## src/rtl/tlc_pkg.sv

```systemverilog
// Shared traffic-light types: lamp bundle, phase encoding,
// fault codes and controller timing shared with the light controller.
package tlc_pkg;

  localparam int GREEN_TIME  = 30;
  localparam int YELLOW_TIME = 5;

  typedef enum logic [1:0] {
    PH_RED    = 2'd0,
    PH_YELLOW = 2'd1,
    PH_GREEN  = 2'd2,
    PH_NONE   = 2'd3
  } phase_e;

  typedef enum logic [1:0] {
    ST_INIT  = 2'd0,
    ST_RUN   = 2'd1,
    ST_FAULT = 2'd2
  } mon_state_e;

  localparam logic [2:0] FC_NONE    = 3'd0;
  localparam logic [2:0] FC_LAMP    = 3'd1;
  localparam logic [2:0] FC_CONFL   = 3'd2;
  localparam logic [2:0] FC_SEQ     = 3'd3;
  localparam logic [2:0] FC_SHORT_Y = 3'd4;
  localparam logic [2:0] FC_SHORT_G = 3'd5;
  localparam logic [2:0] FC_STUCK   = 3'd6;

  typedef struct packed {
    logic red;
    logic yellow;
    logic green;
  } lamps_t;

  typedef struct packed {
    logic lamp;
    logic seq;
    logic short_y;
    logic short_g;
    logic stuck;
  } trk_flags_t;

  // Exactly one lit lamp names the phase; anything else is PH_NONE.
  function automatic phase_e decode_phase(lamps_t l);
    phase_e p;
    case ({l.red, l.yellow, l.green})
      3'b100:  p = PH_RED;
      3'b010:  p = PH_YELLOW;
      3'b001:  p = PH_GREEN;
      default: p = PH_NONE;
    endcase
    return p;
  endfunction

endpackage

```

## src/rtl/tlc_lamp_tracker.sv

```systemverilog
// One direction: phase decode, previous phase, dwell counter.
// Ports: clk, rst, arm (INIT clear), first (establish cycle), lamps in; flags, red out.
module tlc_lamp_tracker
  import tlc_pkg::*;
#(
  parameter int MIN_GREEN  = GREEN_TIME,
  parameter int MIN_YELLOW = YELLOW_TIME,
  parameter int MAX_DWELL  = 48
) (
  input  logic       clk,
  input  logic       rst,
  input  logic       arm,
  input  logic       first,
  input  lamps_t     lamps,
  output trk_flags_t flags,
  output logic       red
);

  localparam logic [7:0] MIN_G = 8'(MIN_GREEN);
  localparam logic [7:0] MIN_Y = 8'(MIN_YELLOW);
  localparam logic [7:0] MAX_D = 8'(MAX_DWELL);

  phase_e     cur;
  phase_e     prev;
  logic [7:0] dwell;
  logic       changed;
  logic       legal;

  assign cur     = decode_phase(lamps);
  assign red     = (cur == PH_RED);
  assign changed = (cur != PH_NONE) && (cur != prev);

  assign legal =
    (prev == PH_GREEN  && cur == PH_YELLOW) ||
    (prev == PH_YELLOW && cur == PH_RED)    ||
    (prev == PH_RED    && cur == PH_GREEN);

  // Dwell holds the cycles already spent in prev when a change is seen.
  always_comb begin
    flags         = '0;
    flags.lamp    = (cur == PH_NONE);
    flags.seq     = changed && !legal;
    flags.short_y = changed && legal && cur == PH_RED
                    && dwell < MIN_Y;
    flags.short_g = changed && legal && cur == PH_YELLOW
                    && dwell < MIN_G;
    flags.stuck   = (dwell >= MAX_D);
  end

  always_ff @(posedge clk) begin
    if (rst || arm) begin
      prev  <= PH_RED;
      dwell <= 8'd0;
    end else if (first || changed) begin
      prev  <= cur;
      dwell <= 8'd1;
    end else if (dwell != 8'hff) begin
      dwell <= dwell + 8'd1;
    end
  end

endmodule

```

## src/rtl/traffic_conflict_monitor.sv

```systemverilog
// Safety monitor for a two-way signal: lamp, conflict, sequence, timing.
// Ports: clk, rst, six lamp inputs, fault_clr; fault, fault_code, fault_dir, flash_mode.
module traffic_conflict_monitor
  import tlc_pkg::*;
#(
  parameter int MIN_GREEN  = GREEN_TIME,
  parameter int MIN_YELLOW = YELLOW_TIME,
  parameter int MAX_DWELL  = 48
) (
  input  logic       clk,
  input  logic       rst,
  input  logic       ns_red,
  input  logic       ns_yellow,
  input  logic       ns_green,
  input  logic       ew_red,
  input  logic       ew_yellow,
  input  logic       ew_green,
  input  logic       fault_clr,
  output logic       fault,
  output logic [2:0] fault_code,
  output logic       fault_dir,
  output logic       flash_mode
);

  mon_state_e state;
  logic       first;
  lamps_t     s_ns;
  lamps_t     s_ew;
  trk_flags_t ns_f;
  trk_flags_t ew_f;
  logic       ns_is_red;
  logic       ew_is_red;
  logic       run;
  logic       seq_on;
  logic [2:0] det_code;
  logic       det_dir;

  always_ff @(posedge clk) begin
    if (rst) begin
      s_ns <= '0;
      s_ew <= '0;
    end else begin
      s_ns <= '{ns_red, ns_yellow, ns_green};
      s_ew <= '{ew_red, ew_yellow, ew_green};
    end
  end

  tlc_lamp_tracker #(
    .MIN_GREEN (MIN_GREEN),
    .MIN_YELLOW(MIN_YELLOW),
    .MAX_DWELL (MAX_DWELL)
  ) u_ns (
    .clk  (clk),
    .rst  (rst),
    .arm  (state == ST_INIT),
    .first(run && first),
    .lamps(s_ns),
    .flags(ns_f),
    .red  (ns_is_red)
  );

  tlc_lamp_tracker #(
    .MIN_GREEN (MIN_GREEN),
    .MIN_YELLOW(MIN_YELLOW),
    .MAX_DWELL (MAX_DWELL)
  ) u_ew (
    .clk  (clk),
    .rst  (rst),
    .arm  (state == ST_INIT),
    .first(run && first),
    .lamps(s_ew),
    .flags(ew_f),
    .red  (ew_is_red)
  );

  assign run    = (state == ST_RUN);
  assign seq_on = run && !first;

  // Lowest code wins; NS beats EW on a tie.
  always_comb begin
    det_code = FC_NONE;
    det_dir  = 1'b0;
    if (run && ns_f.lamp) begin
      det_code = FC_LAMP;
    end else if (run && ew_f.lamp) begin
      det_code = FC_LAMP;
      det_dir  = 1'b1;
    end else if (run && !ns_is_red && !ew_is_red) begin
      det_code = FC_CONFL;
    end else if (seq_on && ns_f.seq) begin
      det_code = FC_SEQ;
    end else if (seq_on && ew_f.seq) begin
      det_code = FC_SEQ;
      det_dir  = 1'b1;
    end else if (seq_on && ns_f.short_y) begin
      det_code = FC_SHORT_Y;
    end else if (seq_on && ew_f.short_y) begin
      det_code = FC_SHORT_Y;
      det_dir  = 1'b1;
    end else if (seq_on && ns_f.short_g) begin
      det_code = FC_SHORT_G;
    end else if (seq_on && ew_f.short_g) begin
      det_code = FC_SHORT_G;
      det_dir  = 1'b1;
    end else if (seq_on && ns_f.stuck) begin
      det_code = FC_STUCK;
    end else if (seq_on && ew_f.stuck) begin
      det_code = FC_STUCK;
      det_dir  = 1'b1;
    end
  end

  always_ff @(posedge clk) begin
    if (rst) begin
      state      <= ST_INIT;
      first      <= 1'b0;
      fault      <= 1'b0;
      fault_code <= FC_NONE;
      fault_dir  <= 1'b0;
    end else begin
      unique case (state)
        ST_INIT: begin
          state <= ST_RUN;
          first <= 1'b1;
        end
        ST_RUN: begin
          first <= 1'b0;
          if (det_code != FC_NONE) begin
            state      <= ST_FAULT;
            fault      <= 1'b1;
            fault_code <= det_code;
            fault_dir  <= det_dir;
          end
        end
        ST_FAULT: begin
          if (fault_clr) begin
            state      <= ST_INIT;
            fault      <= 1'b0;
            fault_code <= FC_NONE;
            fault_dir  <= 1'b0;
          end
        end
        default: begin
          state <= ST_INIT;
        end
      endcase
    end
  end

  assign flash_mode = fault;

endmodule

```

## config.mk

```make
export PLATFORM = sky130hd
export DESIGN_NAME = traffic_conflict_monitor
export DESIGN_NICKNAME = d
export VERILOG_FILES = /design/src/rtl/tlc_pkg.sv /design/src/rtl/tlc_lamp_tracker.sv /design/src/rtl/traffic_conflict_monitor.sv
export SDC_FILE = /design/constraint.sdc
export NUM_CORES = 1
export LEC_CHECK = 0
export ABC_AREA = 1
export CAP_MARGIN = 25
export CORE_MARGIN = 2
export CORE_UTILIZATION = 57
export DETAILED_ROUTE_END_ITERATION = 16
export PLACE_DENSITY = 0.78
export SLEW_MARGIN = 10
export SYNTH_ARGS = -nofsm -noshare
export SYNTH_HDL_FRONTEND = slang
export SYNTH_SLANG_ARGS = --single-unit
```

## constraint.sdc

```tcl
create_clock -name clk -period 1.9 [get_ports clk]
set_input_delay 0.285 -clock clk [delete_from_list [all_inputs] [get_ports clk]]
set_output_delay 0.285 -clock clk [all_outputs]
set_load 0.01 [all_outputs]
```

## Word level (Yosys, flattened, before mapping)

Cells that the tools add are included.

| storage, ports and cells | value |
|---|---|
| logic and storage cells | 151 |
| flip-flop bits (word level) | 34 |
| input bits | 9 |
| output and inout port bits | 6 |

| cells by class | value |
|---|---|
| eq/ne operators | 26 |
| $lt $le $gt $ge | 6 |
| mux-type cells | 40 |
| add/subtract/negate cells | 2 |
| reductions and logical operators | 60 |

Operators by type and width:

| operator | count |
|---|---|
| 2-to-1 mux 3 bit | 13 |
| logical AND 1 bit | 34 |
| 2-to-1 mux 1 bit | 18 |
| one-hot mux 2 bit (3 select lines) | 3 |
| adder 8 x 1 -> 8 bit (second input constant) | 2 |
| greater-or-equal comparator 8 x 6 -> 1 bit (second input constant) | 2 |
| < comparator 8 x 3 -> 1 bit (second input constant) | 2 |
| < comparator 8 x 5 -> 1 bit (second input constant) | 2 |
| inequality test 8 bit (second input constant) | 2 |
| == test 2 bit (second input constant) | 7 |
| == test 2 x 1 -> 1 bit (second input constant) | 5 |
| logical NOT 2 bit | 5 |
| nonzero test 2 bit | 4 |
| logical OR 1 bit | 7 |
| == test 3 x 1 -> 1 bit (second input constant) | 2 |
| == test 3 x 2 -> 1 bit (second input constant) | 2 |
| == test 3 bit (second input constant) | 2 |
| inequality test 2 bit (second input constant) | 3 |
| one-hot mux 1 bit (2 select lines) | 3 |
| one-hot mux 3 bit (2 select lines) | 1 |
| logical NOT 1 bit | 5 |
| 2-to-1 mux 2 bit | 2 |
| inequality test 2 bit | 2 |
| OR reduction 2 bit | 2 |
| 4 further kinds | 4 |

## Depth between registers and ports, before layout

| depth | value |
|---|---|
| word-level depth | 22 |
| depth in mapped cells | 15 |
| depth with buffers taken out | 15 |

## Cells and area by module

Synthesis repeated with hierarchy kept, for this count alone.

| unflattened totals | value |
|---|---|
| cell total of the unflattened synthesis | 302 |
| area, all modules | 2031.9 um^2 |

By module, submodules not included:

| module | times used | cells each | area an instance (um^2) |
|---|---|---|---|
| tlc_lamp_tracker | 2 | 100 | 666.9 |
| traffic_conflict_monitor | 1 | 102 | 698.2 |

## Least setup slack after synthesis

Ideal clock, no wire load.

| timing path | value |
|---|---|
| path type | flip-flop to flip-flop |
| start | reg u_ns.dwell[0] |
| end | reg state[1] |
| setup time | 0.113 ns |
| required time | 1.787 ns |
| stages on the path, launching flop included | 15 |
| path slack | 0.313 ns |
| data arrival time | 1.474 ns |
| cells stage by stage | dfxtp_1 -> inv_1 -> ha_1 -> inv_1 -> a21oi_1 -> nand2_1 -> nor2_1 -> nand2_1 -> nand2_1 -> o21ai_1 -> nor2_1 -> nor2_4 -> nand2_1 -> o21ai_1 -> inv_1 |

| on the way | value |
|---|---|
| cells in the longest elaborated chain, start to end | 15 |

Ends and longest elaborated chain:

| item | line | text |
|---|---|---|
| start: declaration | tlc_lamp_tracker.sv:25 | `logic [7:0] dwell;` |
| start signal: assignment | tlc_lamp_tracker.sv:58 | `dwell <= dwell + 8'd1;` |
| greater-or-equal comparator 8 x 6 -> 1 bit | tlc_lamp_tracker.sv:47 | `flags.stuck = (dwell >= MAX_D);` |
| logical AND 1 bit | traffic_conflict_monitor.sv:105 | `end else if (seq_on && ns_f.stuck) begin` |
| 2-to-1 mux 3 bit | traffic_conflict_monitor.sv:105 |  |
| 2-to-1 mux 3 bit | traffic_conflict_monitor.sv:102 | `end else if (seq_on && ew_f.short_g) begin` |
| 2-to-1 mux 3 bit | traffic_conflict_monitor.sv:100 | `end else if (seq_on && ns_f.short_g) begin` |
| 2-to-1 mux 3 bit | traffic_conflict_monitor.sv:97 | `end else if (seq_on && ew_f.short_y) begin` |
| 2-to-1 mux 3 bit (*) | traffic_conflict_monitor.sv:95 | `end else if (seq_on && ns_f.short_y) begin` |
| 2-to-1 mux 3 bit (*) | traffic_conflict_monitor.sv:92 | `end else if (seq_on && ew_f.seq) begin` |
| 2-to-1 mux 3 bit (*) | traffic_conflict_monitor.sv:90 | `end else if (seq_on && ns_f.seq) begin` |
| 2-to-1 mux 3 bit (*) | traffic_conflict_monitor.sv:88 | `end else if (run && !ns_is_red && !ew_is_red) begin` |
| 2-to-1 mux 3 bit (*) | traffic_conflict_monitor.sv:85 | `end else if (run && ew_f.lamp) begin` |
| 2-to-1 mux 3 bit (*) | traffic_conflict_monitor.sv:83 | `if (run && ns_f.lamp) begin` |
| nonzero test 3 bit (*) | traffic_conflict_monitor.sv:128 | `if (det_code != FC_NONE) begin` |
| inequality test 2 x 1 -> 1 bit (no source line) (*) | -- |  |
| AND reduction 2 bit (no source line) (*) | -- |  |
| end signal: assignment | traffic_conflict_monitor.sv:123 | `state <= ST_RUN;` |
| end signal: assignment | traffic_conflict_monitor.sv:129 | `state <= ST_FAULT;` |
| end signal: assignment | traffic_conflict_monitor.sv:137 | `state <= ST_INIT;` |
| end: declaration | traffic_conflict_monitor.sv:25 | `mon_state_e state;` |

Mark *: on every way between the ends. The rest lies on a longest branch, timed or not.
A chain may end at the register's enable or synchronous reset.

## Final worst setup path

| timing path | value |
|---|---|
| start | reg u_ns.dwell[5] |
| end | reg state[1] |

The elaborated chain is that of the path after synthesis.

==> results.sh <==
export IMPL_status="finished clean"
export IMPL_hold_start="state[1]"
export IMPL_ys_top_cells_by_count="nand2_1, inv_1, nor2_1"
export IMPL_diodes=0
export IMPL_crit_type="reg -> reg"
export IMPL_synth_top_area_share_pct=32.3
export IMPL_insertion_delay_ns=0.28
export IMPL_drv_slew=0
export IMPL_wl_per_cell_um=11.4
export IMPL_hold_path_class="reg -> reg"
export IMPL_max_freq_ghz=0.570
export IMPL_clock_root_buffer="clkbuf_8"
export IMPL_layout_drive_gt1_share_pct=15.8
export IMPL_p_per_area_nw_per_um2=1000
export IMPL_finalPower_w=0.00250
export IMPL_tightest_slew_ns=0.417
export IMPL_fin_skew_ns=0.00614
export IMPL_cts_buffers=5
export IMPL_drc_errors=0
export IMPL_synth_cells=333
export IMPL_routed_top_layer="met4"
export IMPL_gr_total_overflow=0
export IMPL_layout_nets=373
export IMPL_max_slew_margin_pct=72.2
export IMPL_yosysTopAreaCell="dfxtp_1"
export IMPL_finalCriticalPeriod_ns=1.75
export IMPL_required_ns=2.07
export IMPL_core_area_um2=3610
export IMPL_dieArea_um2=4200
export IMPL_finalSetupViolations=0
export IMPL_syn_avg_cell_area_um2=6.33
export IMPL_endpoint_kind="flip-flop"
export IMPL_clkSinkCount=34
export IMPL_synth_most_common_cell="nand2_1"
export IMPL_ir_worst_vdd_v=0.000556
export IMPL_synth_fa_ha_area_share_pct=2.97
export IMPL_dp_slack_ns=0.136
export IMPL_cts_tree="yes"
export IMPL_die_width_um=64.8
export IMPL_yosys_warnings=0
export IMPL_gp_congestion=0.882
export IMPL_num_vias=2144
export IMPL_path_max_fanout=6
export IMPL_synth_simple_gate_area_share_pct=41.4
export IMPL_ys_flop_type="dfxtp_1"
export IMPL_wl_met2_mm=2.27
export IMPL_leakagePower_nw=1.14
export IMPL_synth_xor_area_share_pct=2.08
export IMPL_clk_pin_slew_ns=0.07
export IMPL_r2r_start="u_ns.dwell[5]"
export IMPL_yosys_top_cells_area="dfxtp_1, nand2_1, inv_1"
export IMPL_ys_ff_latch=34
export IMPL_gr_usage_all_layers_pct=24.7
export IMPL_synthMuxAreaShare_pct=0
export IMPL_drt_first_pass_iters=5
export IMPL_cp_start_kind="flip-flop"
export IMPL_io_pins=15
export IMPL_numPortBuffers=14
export IMPL_clock_path_buffers=2
export IMPL_synth_cell_types=29
export IMPL_startpoint="u_ns.dwell[5]"
export IMPL_start_util_pct=58.4
export IMPL_synth_top_family_by_area="simple AND/OR/NAND/NOR gates"
export IMPL_fill_cells=310
export IMPL_timing_final_crit_share_pct=92.3
export IMPL_place_hpwl_mm=3.44
export IMPL_grt_max_degree=13
export IMPL_syn_num_nets=347
export IMPL_setup_ws_ns=0.147
export IMPL_grt_pass1_vias=1975
export IMPL_dr_wl_met3_um=194
export IMPL_syn_cell_area_um2=2110
export IMPL_h_tree_depth=2
export IMPL_arrival_ns=1.93
export IMPL_wl_met1_mm=2.14
export IMPL_grt_pass1_wl_mm=8.33
export IMPL_hold_viol=0
export IMPL_fp_dieH_um=64.8
export IMPL_synth_enable_flop_cells=0
export IMPL_drtIter0Drc=131
export IMPL_postRouteAntennaNets=0
export IMPL_rows=22
export IMPL_ys_seq_area_share_pct=32.3
export IMPL_area_delta_synth_final_pct=18.1
export IMPL_antenna_found_initial=0
export IMPL_cap_violations=0
export IMPL_async_flop_share_pct=0
export IMPL_routed_wl_mm=4.67
export IMPL_synth_compound_area_share_pct=10.5
export IMPL_routed_via_density=5.25
==> worst max-delay path, cell delays in order (launching register included) <==
cell,delay (ns)
dfxtp_1,0.38
nor3_1,0.27
nand2_1,0.11
nor2_1,0.10
nand2_1,0.08
nand3_1,0.09
nand3_1,0.06
nand2_1,0.08
nand2_2,0.07
nor2_4,0.16
nand2_2,0.07
o21ai_1,0.11
inv_1,0.04
==> per-stage QoR <==
| stage | std cells | TNS (ns) | hold slack (ns) | instance area [um2] | utilization [%] |
|---|---|---|---|---|---|
| 6_report | 408 | 0 | 0.459 | 2490 | 69.0 |
| 3_3_place_gp | 397 | 0 | 0.471 | 2330 | 64.5 |
| 2_1_floorplan | 333 | 0 | 0.362 | 2110 | - |
| 3_5_place_dp | 397 | 0 | 0.471 | 2330 | 64.5 |
| 4_1_cts | 405 | 0 | 0.483 | 2420 | 67.0 |
| 5_1_grt | 408 | -0.0219 | 0.482 | 2490 | 69.0 |
==> layer usage <==
metal	vias up	GRT usage [%]
met5	-	0
met4	0	9.31
met3	8	3.82
met2	60	40.2
met1	966	32.8
li1	1110	-
==> state kept, by name, indices dropped and copies added, names as in the netlist, 2 cells and up <==
register / count
state: 2
u_ew.dwell: 8
u_ns.dwell: 8
s_ns: 3
u_ew.prev: 2
u_ns.prev: 2
fault_code: 3
s_ew: 3
==> repair_timing <==
item / 4_1_cts / 5_1_grt
resized for setup: 0 / 21
endpoints found under the hold margin: 0 / 0
hold buffers: 0 / 0
setup endpoints to repair: 0 / 13
setup buffers: 0 / 3
==> cell families (layout without fill, tap and decap cells) <==
family,after synthesis,count (layout)
XOR/XNOR,5,5
flip-flops,34,34
AO/OA/AOI/OAI,41,41
buffers and inverters,59,86
adder cells (fa/ha/maj),5,5
AND/OR/NAND/NOR,189,189
==> power breakdown <==
group          switching, W  leakage (nW)  internal [W]  total [W]
clock network      0.000257        0.0482      0.000292   0.000550
logic              0.000601         0.814      0.000404    0.00101
registers          0.000109         0.282      0.000836   0.000946
total              0.000968          1.14       0.00153    0.00250
==> area by class of cell <==
class	instances	area [um2]	area share [%]
multi-input combinational	240	1240	49.7
clock inverter	1	5.00	0.201
inverter	57	214	8.60
sequential	34	694	27.9
clock buffer	7	86.3	3.47
tap	48	60.1	2.41
timing repair buffer	21	193	7.74
==> cells in the final DEF (no fill, tap or decap), types with 8 or more instances in the layout <==
cell,instances
nand2_1,77
inv_1,50
nor2_1,46
dfxtp_1,25
nand3_1,23
a21oi_1,17
clkdlybuf4s50_1,14
o21ai_0,12
nand4_1,9
dfxtp_2,8
==> final timing paths <==
| check | to | slack (ns) | cells past startpoint |
|---|---|---|---|
| max | state[1] | 0.15 | 12 |
| min | state[0] | 0.46 | 1 |
| max reg2reg | state[1] | 0.15 | 12 |
| min reg2reg | state[0] | 0.46 | 1 |
Power figures use the tool's default switching activity.
